$ cat config.mk
export PLATFORM = sky130hd
export DESIGN_NAME = seg7_scan_driver_flat
export DESIGN_NICKNAME = d
export VERILOG_FILES = /design/src/rtl/seg7_scan_driver_if.sv /design/src/rtl/seg7_scan_driver.sv /design/src/flat_wrapper.sv
export SDC_FILE = /design/constraint.sdc
export NUM_CORES = 1
export LEC_CHECK = 0
export BUFFER_PORTS_ARGS = -buffer_cell sky130_fd_sc_hd__buf_2
export CAP_MARGIN = 10
export CORE_MARGIN = 4
export CORE_UTILIZATION = 32
export DETAILED_ROUTE_END_ITERATION = 6
export GPL_TIMING_DRIVEN = 0
export PLACE_DENSITY = 0.55
export SETUP_SLACK_MARGIN = 0.2
export SLEW_MARGIN = 15
export SYNTH_ARGS = -nofsm -noshare
export SYNTH_HDL_FRONTEND = slang
export SYNTH_SLANG_ARGS = --single-unit
$ cat constraint.sdc
create_clock -name clk -period 3.1 [get_ports clk]
set_input_delay 0.93 -clock clk [delete_from_list [all_inputs] [get_ports clk]]
set_output_delay 0.93 -clock clk [all_outputs]
set_load 0.1 [all_outputs]
$ cat src/rtl/seg7_scan_driver_if.sv
// Value-input handshake for the 7-segment scan driver.
// The producer drives bin_in/bin_valid, and the driver answers with bin_ready.
interface seg7_scan_driver_if;
  logic [13:0] bin_in;
  logic        bin_valid;
  logic        bin_ready;

  modport master (
    output bin_in,
    output bin_valid,
    input  bin_ready
  );

  modport slave (
    input  bin_in,
    input  bin_valid,
    output bin_ready
  );
endinterface

$ cat src/rtl/seg7_scan_driver.sv
// Four-digit multiplexed 7-segment driver.
// A binary value is converted to BCD by a 14-step double-dabble FSM and latched
// into the display register. A free-running prescaler steps a scan index that
// drives the digit enables and the per-digit BCD code. An optional
// leading-zero blanking mode emits 4'hF, which the downstream decoder shows as
// all segments off.
module seg7_scan_driver #(
  parameter int unsigned CLK_DIV = 50000
) (
  input  logic                  clk,
  input  logic                  rst,
  seg7_scan_driver_if.slave     bin_bus,
  input  logic                  blank_en,
  output logic                  conv_done,
  output logic [3:0]            bcd_out,
  output logic [3:0]            dig_sel_n
);

  typedef enum logic [1:0] {
    IDLE = 2'd0,
    CONV = 2'd1,
    DONE = 2'd2
  } state_t;

  localparam logic [19:0] DIV_LAST = 20'(CLK_DIV - 1);

  // Clamp the input to the largest value that four decimal digits can show.
  function automatic logic [13:0] saturate(input logic [13:0] v);
    if (v > 14'd9999) begin
      saturate = 14'd9999;
    end else begin
      saturate = v;
    end
  endfunction

  // Double-dabble correction: add 3 to every BCD nibble that is 5 or more.
  function automatic logic [15:0] dd_adjust(input logic [15:0] v);
    logic [3:0] nib;
    dd_adjust = 16'h0000;
    for (int i = 0; i < 4; i++) begin
      nib = v[4*i +: 4];
      if (nib >= 4'd5) begin
        dd_adjust[4*i +: 4] = nib + 4'd3;
      end else begin
        dd_adjust[4*i +: 4] = nib;
      end
    end
  endfunction

  // Select a display digit. Blank it when blanking is on and this digit and
  // all higher digits are zero. The ones digit is never blanked.
  function automatic logic [3:0] scan_digit(input logic [15:0] disp,
                                            input logic [1:0]  idx,
                                            input logic        blank);
    logic zero_above;
    case (idx)
      2'd3:    zero_above = (disp[15:12] == 4'h0);
      2'd2:    zero_above = (disp[15:8]  == 8'h00);
      2'd1:    zero_above = (disp[15:4]  == 12'h000);
      2'd0:    zero_above = 1'b0;
      default: zero_above = 1'b0;
    endcase
    if (blank && zero_above) begin
      scan_digit = 4'hF;
    end else begin
      scan_digit = disp[{idx, 2'b00} +: 4];
    end
  endfunction

  state_t      state_r;
  state_t      state_next_s;
  logic [13:0] shift_r;
  logic [13:0] shift_next_s;
  logic [15:0] acc_r;
  logic [15:0] acc_next_s;
  logic [15:0] acc_adj_s;
  logic [3:0]  step_r;
  logic [3:0]  step_next_s;
  logic [15:0] disp_r;
  logic        disp_load_s;
  logic        ready_r;
  logic        conv_done_r;

  logic [19:0] presc_r;
  logic [1:0]  idx_r;
  logic [1:0]  idx_next_s;
  logic        tick_s;
  logic [3:0]  dig_sel_n_r;
  logic [3:0]  bcd_out_r;

  assign bin_bus.bin_ready = ready_r;
  assign conv_done         = conv_done_r;
  assign bcd_out           = bcd_out_r;
  assign dig_sel_n         = dig_sel_n_r;

  // Conversion FSM next-state and datapath: capture, 14 shift steps, then load.
  always_comb begin
    state_next_s = state_r;
    shift_next_s = shift_r;
    acc_next_s   = acc_r;
    step_next_s  = step_r;
    disp_load_s  = 1'b0;
    acc_adj_s    = dd_adjust(acc_r);
    case (state_r)
      IDLE: begin
        if (bin_bus.bin_valid && ready_r) begin
          shift_next_s = saturate(bin_bus.bin_in);
          acc_next_s   = 16'h0000;
          step_next_s  = 4'd0;
          state_next_s = CONV;
        end else begin
          state_next_s = IDLE;
        end
      end
      CONV: begin
        {acc_next_s, shift_next_s} = {acc_adj_s[14:0], shift_r, 1'b0};
        step_next_s = step_r + 4'd1;
        if (step_r == 4'd13) begin
          state_next_s = DONE;
        end else begin
          state_next_s = CONV;
        end
      end
      DONE: begin
        disp_load_s  = 1'b1;
        state_next_s = IDLE;
      end
      default: begin
        state_next_s = IDLE;
      end
    endcase
  end

  // Conversion state, datapath, display register, ready and done registers.
  always_ff @(posedge clk) begin
    if (rst) begin
      state_r     <= IDLE;
      shift_r     <= 14'd0;
      acc_r       <= 16'h0000;
      step_r      <= 4'd0;
      disp_r      <= 16'h0000;
      ready_r     <= 1'b1;
      conv_done_r <= 1'b0;
    end else begin
      state_r     <= state_next_s;
      shift_r     <= shift_next_s;
      acc_r       <= acc_next_s;
      step_r      <= step_next_s;
      ready_r     <= (state_next_s == IDLE);
      conv_done_r <= disp_load_s;
      if (disp_load_s) begin
        disp_r <= acc_r;
      end
    end
  end

  assign tick_s     = (presc_r == DIV_LAST);
  assign idx_next_s = idx_r + 2'd1;

  // Free-running prescaler and scan index; outputs refresh together on each tick.
  always_ff @(posedge clk) begin
    if (rst) begin
      presc_r     <= 20'd0;
      idx_r       <= 2'd0;
      dig_sel_n_r <= 4'b1110;
      bcd_out_r   <= 4'h0;
    end else if (tick_s) begin
      presc_r     <= 20'd0;
      idx_r       <= idx_next_s;
      dig_sel_n_r <= ~(4'b0001 << idx_next_s);
      bcd_out_r   <= scan_digit(disp_r, idx_next_s, blank_en);
    end else begin
      presc_r     <= presc_r + 20'd1;
    end
  end

endmodule

$ cat src/flat_wrapper.sv
// flat-port wrapper written by rule: the top's interface ports become plain ports
module seg7_scan_driver_flat 
#(
  parameter int unsigned CLK_DIV = 50000
)
  (clk, rst, blank_en, conv_done, bcd_out, dig_sel_n, bin_bus_bin_in, bin_bus_bin_valid, bin_bus_bin_ready);
  seg7_scan_driver_if bin_bus_i ();
  input  logic clk;
  input  logic rst;
  input  logic blank_en;
  output logic conv_done;
  output logic [3:0] bcd_out;
  output logic [3:0] dig_sel_n;
  input wire logic [$bits(bin_bus_i.bin_in)-1:0] bin_bus_bin_in;
  input wire logic [$bits(bin_bus_i.bin_valid)-1:0] bin_bus_bin_valid;
  output wire logic [$bits(bin_bus_i.bin_ready)-1:0] bin_bus_bin_ready;
  assign bin_bus_i.bin_in = bin_bus_bin_in;
  assign bin_bus_i.bin_valid = bin_bus_bin_valid;
  assign bin_bus_bin_ready = bin_bus_i.bin_ready;
  seg7_scan_driver #(.CLK_DIV(CLK_DIV)) u_core (.clk(clk), .rst(rst), .bin_bus(bin_bus_i), .blank_en(blank_en), .conv_done(conv_done), .bcd_out(bcd_out), .dig_sel_n(dig_sel_n));
endmodule
# Word level (Yosys, flattened, before mapping)
# Cells that the tools add are included.
# Widths: inputs -> output; s select.
# op_classes
addsub	7
multipliers	0
div	0
magnitude_cmp	5
n_eq_ne	8
n_shift	2
mux	19
bitwise_logic	1
reduce_logical	11
# op_table
operator	count
$pmux 16 s2	1
$mux 14	2
$pmux 14 s2	1
$add 20x1->20 const B	1
$eq 20x16->1 const B	1
$mux 4	5
$ge 4x3->1 const B	4
$mux 16	1
$shiftx 16x5->4	1
$gt 14x14->1 const B	1
$add 4x2->4 const B	3
$logic_not 12->1	1
$logic_not 8->1	1
$pmux 4 s2	1
$eq 2x2->1 const B	3
$logic_not 2->1	3
$add 4x1->4 const B	1
$eq 2x1->1 const B	2
$eq 4x4->1 const B	1
$logic_not 4->1	1
$mux 1	4
$not 4->4	1
$pmux 1 s4	1
$pmux 2 s2	1
10 further kinds	11
# totals
regBits	84
latch_bits	0
mem_bits_rw	0
mem_bits_ro	0
in_bits	18
wordCells	64
mem_count	0

# Longest topological paths before layout
# Gate-level depths: netlist (run 1).
# logic_depth
ltp_word	7
depth_mapped	8
mapped_depth_nobuf	7

# Worst setup path before layout (run 1)
# Ideal clock, no wire load.
# synth_path
path_type	register to register
start	register u_core.ready_r (netlist: u_core.bin_bus.bin_ready)
end	register u_core.shift_r[11]
arrival_time_ps	1969
required_ps	2972
slack_ps	1004
path_stages_with_launch	6
path_buffers	1
period_less_slack_ps	2096
cell_sequence	dfxtp_1 -> a21oi_1 -> or2_2 -> clkbuf_1 -> a222oi_1 -> nor2_1
# synth_via
elab_chain_cells	3
# synth_rtl
element	line_no	text
start: declaration	seg7_scan_driver.sv:81	logic ready_r;
start signal: assignment	seg7_scan_driver.sv:149	ready_r <= (state_next_s == IDLE);
$logic_and 1x1->1	seg7_scan_driver.sv:106	if (bin_bus.bin_valid && ready_r) begin
$ne 2x1->1 (no line)	n/a	
$reduce_and 2->1 (no line)	n/a	
end signal: assignment	seg7_scan_driver.sv:146	shift_r <= shift_next_s;
end: declaration	seg7_scan_driver.sv:72	logic [13:0] shift_r;
# Every way passes these cells.
# A chain may end at the register's enable or synchronous reset.

# Worst setup path after layout (run 1)
# layout_path
start	register u_core.idx_r[0]
end	register u_core.bcd_out_r[3] (netlist: u_core.bcd_out[3])
# layout_via
elab_chain_cells	7
# layout_rtl
element	line_no	text
start: declaration	seg7_scan_driver.sv:85	logic [1:0] idx_r;
start signal: assignment	seg7_scan_driver.sv:169	idx_r <= idx_next_s;
$add 2x1->2 *	seg7_scan_driver.sv:158	assign idx_next_s = idx_r + 2'd1;
via u_core.idx_next_s[0]	seg7_scan_driver.sv:86	logic [1:0] idx_next_s;
$eq 2x1->1, or another cell as far along	seg7_scan_driver.sv:56	case (idx)
$pmux 1 s4	seg7_scan_driver.sv:56	
$mux 1	seg7_scan_driver.sv:167	end else if (tick_s) begin
$mux 1	seg7_scan_driver.sv:162	if (rst) begin
$logic_and 1x1->1	seg7_scan_driver.sv:63	if (blank && zero_above) begin
$mux 4 *	seg7_scan_driver.sv:63	
end signal: assignment	seg7_scan_driver.sv:171	bcd_out_r <= scan_digit(disp_r, idx_next_s, blank_en);
end: declaration	seg7_scan_driver.sv:89	logic [3:0] bcd_out_r;
# The timed path passes the listed nets; every way through them passes the cells marked *. The select of a mux whose other input is x is not followed.

==> results.sh, run 1 <==
export IMPL_cellPowerDensity_nw_per_um2=570
export IMPL_syn_area_per_cell_um2=8.63
export IMPL_crit_required_ns=3.33
export IMPL_nets=511
export IMPL_wl_mm=8.31
export IMPL_start_kind="flop"
export IMPL_ant_nets=0
export IMPL_cts_tree="done"
export IMPL_grt_total_usage_pct=13.1
export IMPL_post_cts_buffers=0
export IMPL_path_class="flop to flop"
export IMPL_maxCapViolations=0
export IMPL_status="complete, no violations"
export IMPL_antenna_found_initial=0
export IMPL_final_layout_size_suffix_gt1_share_pct=12.0
export IMPL_power_leakage_uw=0.00161
export IMPL_num_io_pins=28
export IMPL_die_w_um=117
export IMPL_relSlewSlack_pct=47.3
export IMPL_grt_pass1_wl_mm=14.0
export IMPL_via_per_inst=4.85
export IMPL_grt_ovfl_total=0
export IMPL_setup_tns_ns=0
export IMPL_final_hold_viol_count=0
export IMPL_layout_cells_non_filler=625
export IMPL_clock_path_buffers=2
export IMPL_power_uw=2550
export IMPL_worst_pin_slew_ns=0.789
export IMPL_finalSetupViolCount=0
export IMPL_fmax_mhz=476
export IMPL_diodes=0
export IMPL_place_hpwl_mm=6.08
export IMPL_fin_skew_ns=0.00374
export IMPL_hold_class="flop to flop"
export IMPL_fin_crit_ns=2.10
export IMPL_clk_pin_slew_ns=0.06
export IMPL_post_route_period_util_pct=67.7
export IMPL_ctsHoldBuffers=0
export IMPL_die_h_um=117
export IMPL_fin_ws_ns=1.00
export IMPL_cts_buffers=9
export IMPL_fin_util_pct=38.8
export IMPL_start_util_pct=32.9
export IMPL_synth_top_cell_area_share_pct=44.4
export IMPL_async_flop_share_pct=0
export IMPL_ctsResizeCount=0
export IMPL_firstDrtPassIters=4
export IMPL_vias=3031
export IMPL_gp_congestion=0.792
export IMPL_dpl_worst_slack_ns=0.812
export IMPL_die_area_um2=13600
export IMPL_cts_sinks=84
export IMPL_dr_first_iter_drc_count=183
export IMPL_core_area_um2=11500
export IMPL_synth_commonest_cells="dfxtp_1 (84), nand2_1 (55), nor2_1 (51), a21oi_1 (33), nand3_1 (28)"
export IMPL_peakVddDrop_mv=0.330
export IMPL_yosysUniqueCellTypes=46
export IMPL_synth_area_leader_cell="dfxtp_1"
export IMPL_drv_slew=0
export IMPL_first_global_vias=2886
export IMPL_rsz0062_at_grt="no"
export IMPL_cp_arrival_ns=2.33
export IMPL_wl_per_cell_um=13.3
export IMPL_yosysMostFrequentCell="dfxtp_1"
export IMPL_dp_cells=609
export IMPL_syn2layout_area_growth_pct=17.9
export IMPL_synth_warnings=0
export IMPL_path_max_fanout=7
export IMPL_syn_num_nets=473
export IMPL_seq_area_frac_synth_pct=44.4
export IMPL_synth_ff_type="dfxtp_1"
export IMPL_rows=39
export IMPL_synth_seq_cells=84
export IMPL_syn_cell_area_um2=3790
export IMPL_syn_inst=439
export IMPL_clockRootBuffer="clkbuf_16"
export IMPL_port_buffers=27
export IMPL_h_tree_depth=3
export IMPL_worstSkewPairLatency_ns=0.33
export IMPL_synth_area_top_cells="dfxtp_1 (44%), nand2_1 (5.4%), ha_1 (5.3%)"
export IMPL_drcViolationCount=0
export IMPL_grt_max_degree=15
export IMPL_synth_edf_count=0
export IMPL_critPathCaptureType="flop"
routing by layer:
metal | part of all wire (%) | global-route usage, % | vias to the layer above
met5 | 0 | 0 | -
met4 | 1.4 | 4.13 | 0
met3 | 3.9 | 3.75 | 8
met2 | 44 | 20.6 | 40
met1 | 51 | 17.5 | 1375
li1 | - | - | 1608
through the flow:
stage          hold slack [ns]  instance area [um^2]
6_report                 0.455                  4470
5_1_grt                  0.483                  4470
4_1_cts                  0.452                  4470
2_1_floorplan            0.426                  3790
3_5_place_dp             0.444                  4100
3_3_place_gp             0.443                  4100
kinds of logic after synthesis:
group | Yosys count | share of synthesized area [%]
AO/OA/AOI/OAI | 87 | 14.1
XOR/XNOR | 27 | 6.24
adder cells (fa/ha/maj) | 16 | 5.28
buffers and inverters | 41 | 4.79
flip-flops | 84 | 44.4
multiplexers | 7 | 3.17
AND/OR/NAND/NOR | 177 | 22.0
sequential cells by signal, summed over array words and instances (netlist names), 4 cells and up:
| name | count |
|---|---|
| u_core.dig_sel_n | 4 |
| u_core.acc_r | 16 |
| u_core.shift_r | 14 |
| u_core.presc_r | 20 |
| u_core.step_r | 4 |
| u_core.disp_r | 16 |
| u_core.bcd_out | 4 |
area by class of cell:
type	instances	area (um^2)
Clock buffer	10	229
Sequential cell	84	1680
Tap cell	143	179
Multi-Input combinational cell	314	1930
Timing Repair Buffer	27	135
Clock inverter	6	136
Buffer	24	118
Inverter	17	63.8
Fill cell	1178	7050
layout by cell type, fill, tap and decap left out, drive strengths merged, types with 2 or more instances in the layout:
cell type	netlist	routed
a21oi	33	33
bufinv	0	4
buf	6	33
mux2i	3	3
and4	3	3
nor3	8	8
a211o	3	3
nand2	55	55
o211ai	2	2
nor4	4	4
clkbuf	18	28
a22oi	7	7
xor2	15	15
a21o	2	2
ha	16	16
o21ai	15	15
or2	2	2
dfxtp	84	84
nand2b	7	7
inv	17	17
nor2b	3	3
o21a	5	5
nand3	28	28
a32oi	2	2
nor2	51	51
a31oi	11	11
a222oi	3	3
mux4	4	4
xnor2	12	12
and2	2	2
nand4	8	8
worst max-delay path, stage by stage (launching register included):
cell	delay [ns]
dfxtp_1	0.48
inv_1	0.16
ha_1	0.30
clkbuf_1	0.29
mux4_2	0.56
o21a_1	0.20
report_power, final:
| part | switching (uW) | total (uW) | internal [uW] | leakage, uW |
|---|---|---|---|---|
| Combinational | 93.1 | 136 | 42.6 | 0.000754 |
| Sequential | 13.9 | 1110 | 1100 | 0.000680 |
| Clock | 426 | 1300 | 870 | 0.000173 |
| Total | 533 | 2550 | 2010 | 0.00161 |
final timing paths:
kind / startpoint / end / slack (ns) / cells past startpoint
setup reg to reg: u_core.idx_r[0] / u_core.bcd_out[3] / 1.0 / 5
setup / recovery: u_core.idx_r[0] / u_core.bcd_out[3] / 1.0 / 5
hold reg to reg: u_core.dig_sel_n[0] / u_core.dig_sel_n[0] / 0.46 / 2
hold / removal: u_core.dig_sel_n[0] / u_core.dig_sel_n[0] / 0.46 / 2
No activity file was read; power rests on OpenSTA's default activity.
==> run 2: changes to the inputs <==
==> constraint.sdc (replaced) <==
create_clock -name clk -period 2.1 [get_ports clk]
set_input_delay 0.63 -clock clk [delete_from_list [all_inputs] [get_ports clk]]
set_output_delay 0.63 -clock clk [all_outputs]
set_load 0.1 [all_outputs]
==> run 2 against run 1 <==
Combinational power rose by 54%; clock power increased by 18%; total power is 33% higher; sequential share of layout area up 0.059 points; clock-buffer cell count up 1; first-iteration DRC count decreased by 25%; routed wire length grew 1.4%; global-route usage increased by 0.17 points; worst setup slack lost 0.72 ns; core utilization up 0.14 points; clock skew is 0.0049 ns higher; via count up 1.2%; critical endpoint unchanged; largest power group is now sequential cells.
==> results.sh, run 2 (synthesis gave the netlist of run 1 again) <==
export IMPL_status="complete, no violations"
export IMPL_drv_slew=0
export IMPL_path_max_fanout=7
export IMPL_setup_tns_ns=0
export IMPL_p_comb_share_pct=6.2
export IMPL_core_area_um2=11500
export IMPL_ctsHoldBuffers=0
export IMPL_switching_share_pct=24.3
export IMPL_vias=3066
export IMPL_num_io_pins=28
export IMPL_worstSetupEndpoint="u_core.bcd_out[3]"
export IMPL_critPathCaptureType="flop"
export IMPL_regMostFlops="u_core.presc_r"
export IMPL_power_frac_clock_pct=45.4
export IMPL_final_layout_size_suffix_gt1_share_pct=15.0
export IMPL_die_h_um=117
export IMPL_firstDrtPassIters=4
export IMPL_post_route_period_util_pct=86.6
export IMPL_layout_commonest_cell="dfxtp_1"
export IMPL_worst_pin_slew_ns=0.563
export IMPL_ff2ff_setup_slack_ns=0.28
export IMPL_final_hold_viol_count=0
export IMPL_die_w_um=117
export IMPL_start_util_pct=32.9
export IMPL_drcViolationCount=0
export IMPL_rr_endpoint="u_core.bcd_out[3]"
export IMPL_nets=515
export IMPL_dr_first_iter_drc_count=138
export IMPL_fin_crit_ns=1.82
export IMPL_fmax_mhz=550
export IMPL_rr_worst_depth=5
export IMPL_top_layer="met4"
export IMPL_syn2layout_area_growth_pct=18.4
export IMPL_h_tree_depth=3
export IMPL_first_global_vias=2994
export IMPL_final_cell_mix="dfxtp_1 (81), nand2_1 (55), nor2_1 (51)"
export IMPL_largest_reg_flops=20
export IMPL_port_buffers=27
export IMPL_wl_mm=8.42
export IMPL_grt_max_degree=16
export IMPL_worstSkewPairLatency_ns=0.34
export IMPL_fillers=1215
export IMPL_clk_pin_slew_ns=0.07
export IMPL_die_area_um2=13600
export IMPL_path_class="flop to flop"
export IMPL_routed_wl_met2_mm=3.70
export IMPL_wl_per_cell_um=13.4
export IMPL_cts_sinks=84
export IMPL_hold_class="flop to flop"
export IMPL_gp_congestion=0.781
export IMPL_r2r_start="u_core.idx_r[0]"
export IMPL_relSlewSlack_pct=62.5
export IMPL_seqPwrFrac_pct=48.4
export IMPL_clockRootBuffer="clkbuf_16"
export IMPL_layout_top_registers="u_core.presc_r x20, u_core.acc_r x16, u_core.disp_r x16"
export IMPL_crit_required_ns=2.33
export IMPL_start_kind="flop"
export IMPL_fin_skew_ns=0.00868
export IMPL_peakVddDrop_mv=0.384
export IMPL_startpoint="u_core.idx_r[0]"
export IMPL_rows=39
export IMPL_power_leakage_uw=0.00163
export IMPL_cts_buffers=9
export IMPL_p_int_uw=2570
export IMPL_power_uw=3390
export IMPL_wl_met3_um=305
export IMPL_met1_length_mm=4.31
export IMPL_ant_nets=0
export IMPL_grt_ovfl_total=0
export IMPL_cts_tree="done"
export IMPL_rsz0062_at_grt="no"
export IMPL_diodes=0
export IMPL_place_hpwl_mm=6.15
export IMPL_grt_pass1_wl_mm=14.4
export IMPL_finalSetupViolCount=0
export IMPL_via_per_inst=4.87
export IMPL_p_sw_uw=824
export IMPL_cp_arrival_ns=2.05
export IMPL_cellPowerDensity_nw_per_um2=757
export IMPL_clock_path_buffers=2
export IMPL_antenna_found_initial=0
export IMPL_grt_total_usage_pct=13.3
export IMPL_maxCapViolations=0
export IMPL_holdWs_ns=0.455
==> run 2: worst min path at each step <==
stage | start | end | slack [ns] | depth (start not counted)
after CTS | u_core.dig_sel_n[3] | u_core.dig_sel_n[3] | 0.46 | 1
after global placement | u_core.dig_sel_n[2] | u_core.dig_sel_n[2] | 0.44 | 1
after detailed placement | u_core.dig_sel_n[3] | u_core.dig_sel_n[3] | 0.45 | 1
after global routing | u_core.dig_sel_n[3] | u_core.dig_sel_n[3] | 0.47 | 1
final | u_core.dig_sel_n[3] | u_core.dig_sel_n[3] | 0.45 | 1
after floorplan | u_core.presc_r[0] | u_core.presc_r[0] | 0.43 | 1
==> run 2: cell type report <==
class | count | area, um^2 | share of cell area (%)
Multi-Input combinational cell | 314 | 1950 | 43.5
Timing Repair Buffer | 31 | 175 | 3.91
Sequential cell | 84 | 1690 | 37.7
Inverter | 17 | 63.8 | 1.42
Clock inverter | 5 | 41.3 | 0.921
Tap cell | 143 | 179 | 3.99
Clock buffer | 11 | 253 | 5.64
Buffer | 24 | 130 | 2.90
==> run 2: per-stage QoR <==
step | area, um^2 | cells | setup WS (ns) | util, %
detailed placement | 4110 | 609 | 0.111 | 35.6
finish | 4480 | 629 | 0.282 | 38.9
global route | 4480 | 629 | 0.201 | 38.9
global placement | 4110 | 609 | 0.160 | 35.6
CTS | 4410 | 626 | 0.219 | 38.3
floorplan | 3790 | 439 | 0.310 | -
==> run 2: timing repair <==
| action | in CTS | in global routing |
|---|---|---|
| endpoints found under the setup margin | 24 | 32 |
| buffers inserted | 1 | 2 |
| pin swaps | 1 | 0 |
| cloned | 0 | 1 |
| endpoints found under the hold margin | 0 | 0 |
| resized for setup | 3 | 13 |
==> run 2: power groups by stage <==
stage               sequential [uW]  combinational (uW)  clock [uW]
finish                         1640                 209        1540
floorplan                      1690                 122           0
global placement               1680                 201           0
global route                   1650                 236        1650
detailed placement             1680                 203           0
CTS                            1640                 205        1590
==> run 2: metal layers <==
layer | GRT usage (%) | vias up
met3 | 3.55 | 9
met2 | 20.7 | 50
met5 | 0 | -
li1 | - | 1602
met4 | 3.90 | 0
met1 | 18.1 | 1405
==> run 2: worst max-delay path, cell delays in order, from the launching register on <==
cell and delay (ns):
dfxtp_4 0.39, inv_1 0.11, ha_1 0.29, clkbuf_2 0.19, mux4_2 0.53, o21a_1 0.19
==> run 3: changes to the inputs <==
--- a/config.mk
+++ b/config.mk
@@ -11,9 +11,11 @@
 export CORE_UTILIZATION = 32
 export DETAILED_ROUTE_END_ITERATION = 6
 export GPL_TIMING_DRIVEN = 0
-export PLACE_DENSITY = 0.55
+export HOLD_SLACK_MARGIN = 0.06
+export PLACE_DENSITY = 0.45
 export SETUP_SLACK_MARGIN = 0.2
 export SLEW_MARGIN = 15
 export SYNTH_ARGS = -nofsm -noshare
 export SYNTH_HDL_FRONTEND = slang
 export SYNTH_SLANG_ARGS = --single-unit
+export TNS_END_PERCENT = 50
==> run 3 against run 2 <==
Design area rose by 2.8%; clock skew is 0.0042 ns lower; worst setup slack got worse by 0.073 ns.
==> results.sh, run 3 (synthesis gave the netlist of run 1 again) <==
export IMPL_final_hold_viol_count=0
export IMPL_clock_path_buffers=2
export IMPL_min_path_cells=1
export IMPL_fin_crit_ns=1.89
export IMPL_layout_commonest_cell="dfxtp_1"
export IMPL_first_global_vias=2933
export IMPL_hold_class="flop to flop"
export IMPL_critPathCaptureType="flop"
export IMPL_final_cell_mix="dfxtp_1 (77), nand2_1 (55), nor2_1 (44)"
export IMPL_grt_ovfl_total=0
export IMPL_setup_tns_ns=0
export IMPL_grt_max_degree=14
export IMPL_path_max_fanout=7
export IMPL_h_tree_depth=3
export IMPL_vias=3132
export IMPL_wl_mm=9.14
export IMPL_regMostFlops="u_core.presc_r"
export IMPL_fin_util_pct=40.0
export IMPL_worst_pin_slew_ns=0.623
export IMPL_holdWs_ns=0.428
export IMPL_rsz0062_at_grt="yes"
export IMPL_start_kind="flop"
export IMPL_drv_slew=0
export IMPL_via_per_inst=4.96
export IMPL_layout_top_registers="u_core.presc_r x20, u_core.acc_r x16, u_core.disp_r x16"
export IMPL_fin_skew_ns=0.00445
export IMPL_core_area_um2=11500
export IMPL_post_route_period_util_pct=90.0
export IMPL_cellPowerDensity_nw_per_um2=789
export IMPL_fillers=1204
export IMPL_place_hpwl_mm=6.36
export IMPL_diodes=0
export IMPL_fin_ws_ns=0.209
export IMPL_largest_reg_flops=20
export IMPL_relSlewSlack_pct=58.4
export IMPL_ant_nets=0
export IMPL_status="complete, no violations"
export IMPL_die_area_um2=13600
export IMPL_port_buffers=27
export IMPL_nets=517
export IMPL_fmax_mhz=529
export IMPL_rows=39
export IMPL_gp_congestion=0.758
export IMPL_clk_pin_slew_ns=0.06
export IMPL_finalSetupViolCount=0
export IMPL_die_h_um=117
export IMPL_die_w_um=117
export IMPL_power_leakage_uw=0.00168
export IMPL_cts_buffers=9
export IMPL_peakVddDrop_mv=0.379
export IMPL_grt_total_usage_pct=14.4
export IMPL_rr_worst_depth=5
export IMPL_worstSkewPairLatency_ns=0.34
export IMPL_crit_path_top_delay_cell="or4b_4"
export IMPL_antenna_found_initial=0
export IMPL_syn2layout_area_growth_pct=21.6
export IMPL_drcViolationCount=0
export IMPL_path_cells="or4b_4 > nor3_4 > nand4_4 > a31o_2 > o21a_1"
export IMPL_start_util_pct=32.9
export IMPL_dpl_worst_slack_ns=0.00849
export IMPL_cts_sinks=84
export IMPL_final_layout_size_suffix_gt1_share_pct=17.6
export IMPL_cts_tree="done"
export IMPL_maxCapViolations=0
export IMPL_ctsHoldBuffers=0
export IMPL_clockRootBuffer="clkbuf_16"
export IMPL_path_class="flop to flop"
export IMPL_critPathMaxStageDelay_ns=0.52
export IMPL_power_uw=3640
export IMPL_crit_required_ns=2.33
export IMPL_wl_per_cell_um=14.5
export IMPL_grt_pass1_wl_mm=15.1
export IMPL_cp_arrival_ns=2.12
export IMPL_dr_first_iter_drc_count=154
export IMPL_num_io_pins=28
export IMPL_firstDrtPassIters=4
export IMPL_ff2ff_setup_slack_ns=0.21
==> run 3: final timing paths <==
path                                         start                 to
worst max-delay path            u_core.presc_r[11]  u_core.bcd_out[1]
worst max register to register  u_core.presc_r[11]  u_core.bcd_out[1]
worst min-delay path             u_core.presc_r[0]  u_core.presc_r[0]
worst min register to register   u_core.presc_r[0]  u_core.presc_r[0]
==> run 3: cell type report <==
cell class	count	area, um^2	area share, %
Timing Repair Buffer	33	228	4.94
Sequential cell	84	1690	36.7
Clock inverter	4	70.1	1.52
Tap cell	143	179	3.88
Inverter	17	63.8	1.38
Multi-Input combinational cell	314	1970	42.8
Clock buffer	12	267	5.78
Buffer	24	134	2.91
==> run 3: layer usage <==
layer	wire, um	GRT usage (%)
met5	0	0
met4	161	6.19
met3	303	2.98
met2	4030	21.7
met1	4650	20.0
==> run 3: through the flow <==
| stage | cells | cell area [um^2] |
|---|---|---|
| floorplan | 439 | 3790 |
| global placement | 609 | 4100 |
| detailed placement | 609 | 4100 |
| CTS | 627 | 4500 |
| global route | 631 | 4610 |
| finish | 631 | 4610 |
==> run 3: what timing repair did <==
action,in CTS,in global routing
buffers inserted,2,2
gates cloned,0,2
resized for setup,9,20
endpoints found under the setup margin,28,44
pin swaps,2,10
==> run 3: worst max-delay path, delay by kind of cell, from the launching register on <==
kind               cells  cell delay [ns]
and+or+nand+nor        3             0.95
AOI/OAI and AO/OA      2             0.49
DFF                    1             0.34
==> run 3: where the power goes <==
group | internal, uW | switching, uW
Sequential | 1620 | 21.6
Combinational | 73.9 | 147
Clock | 1130 | 635
Total | 2830 | 804
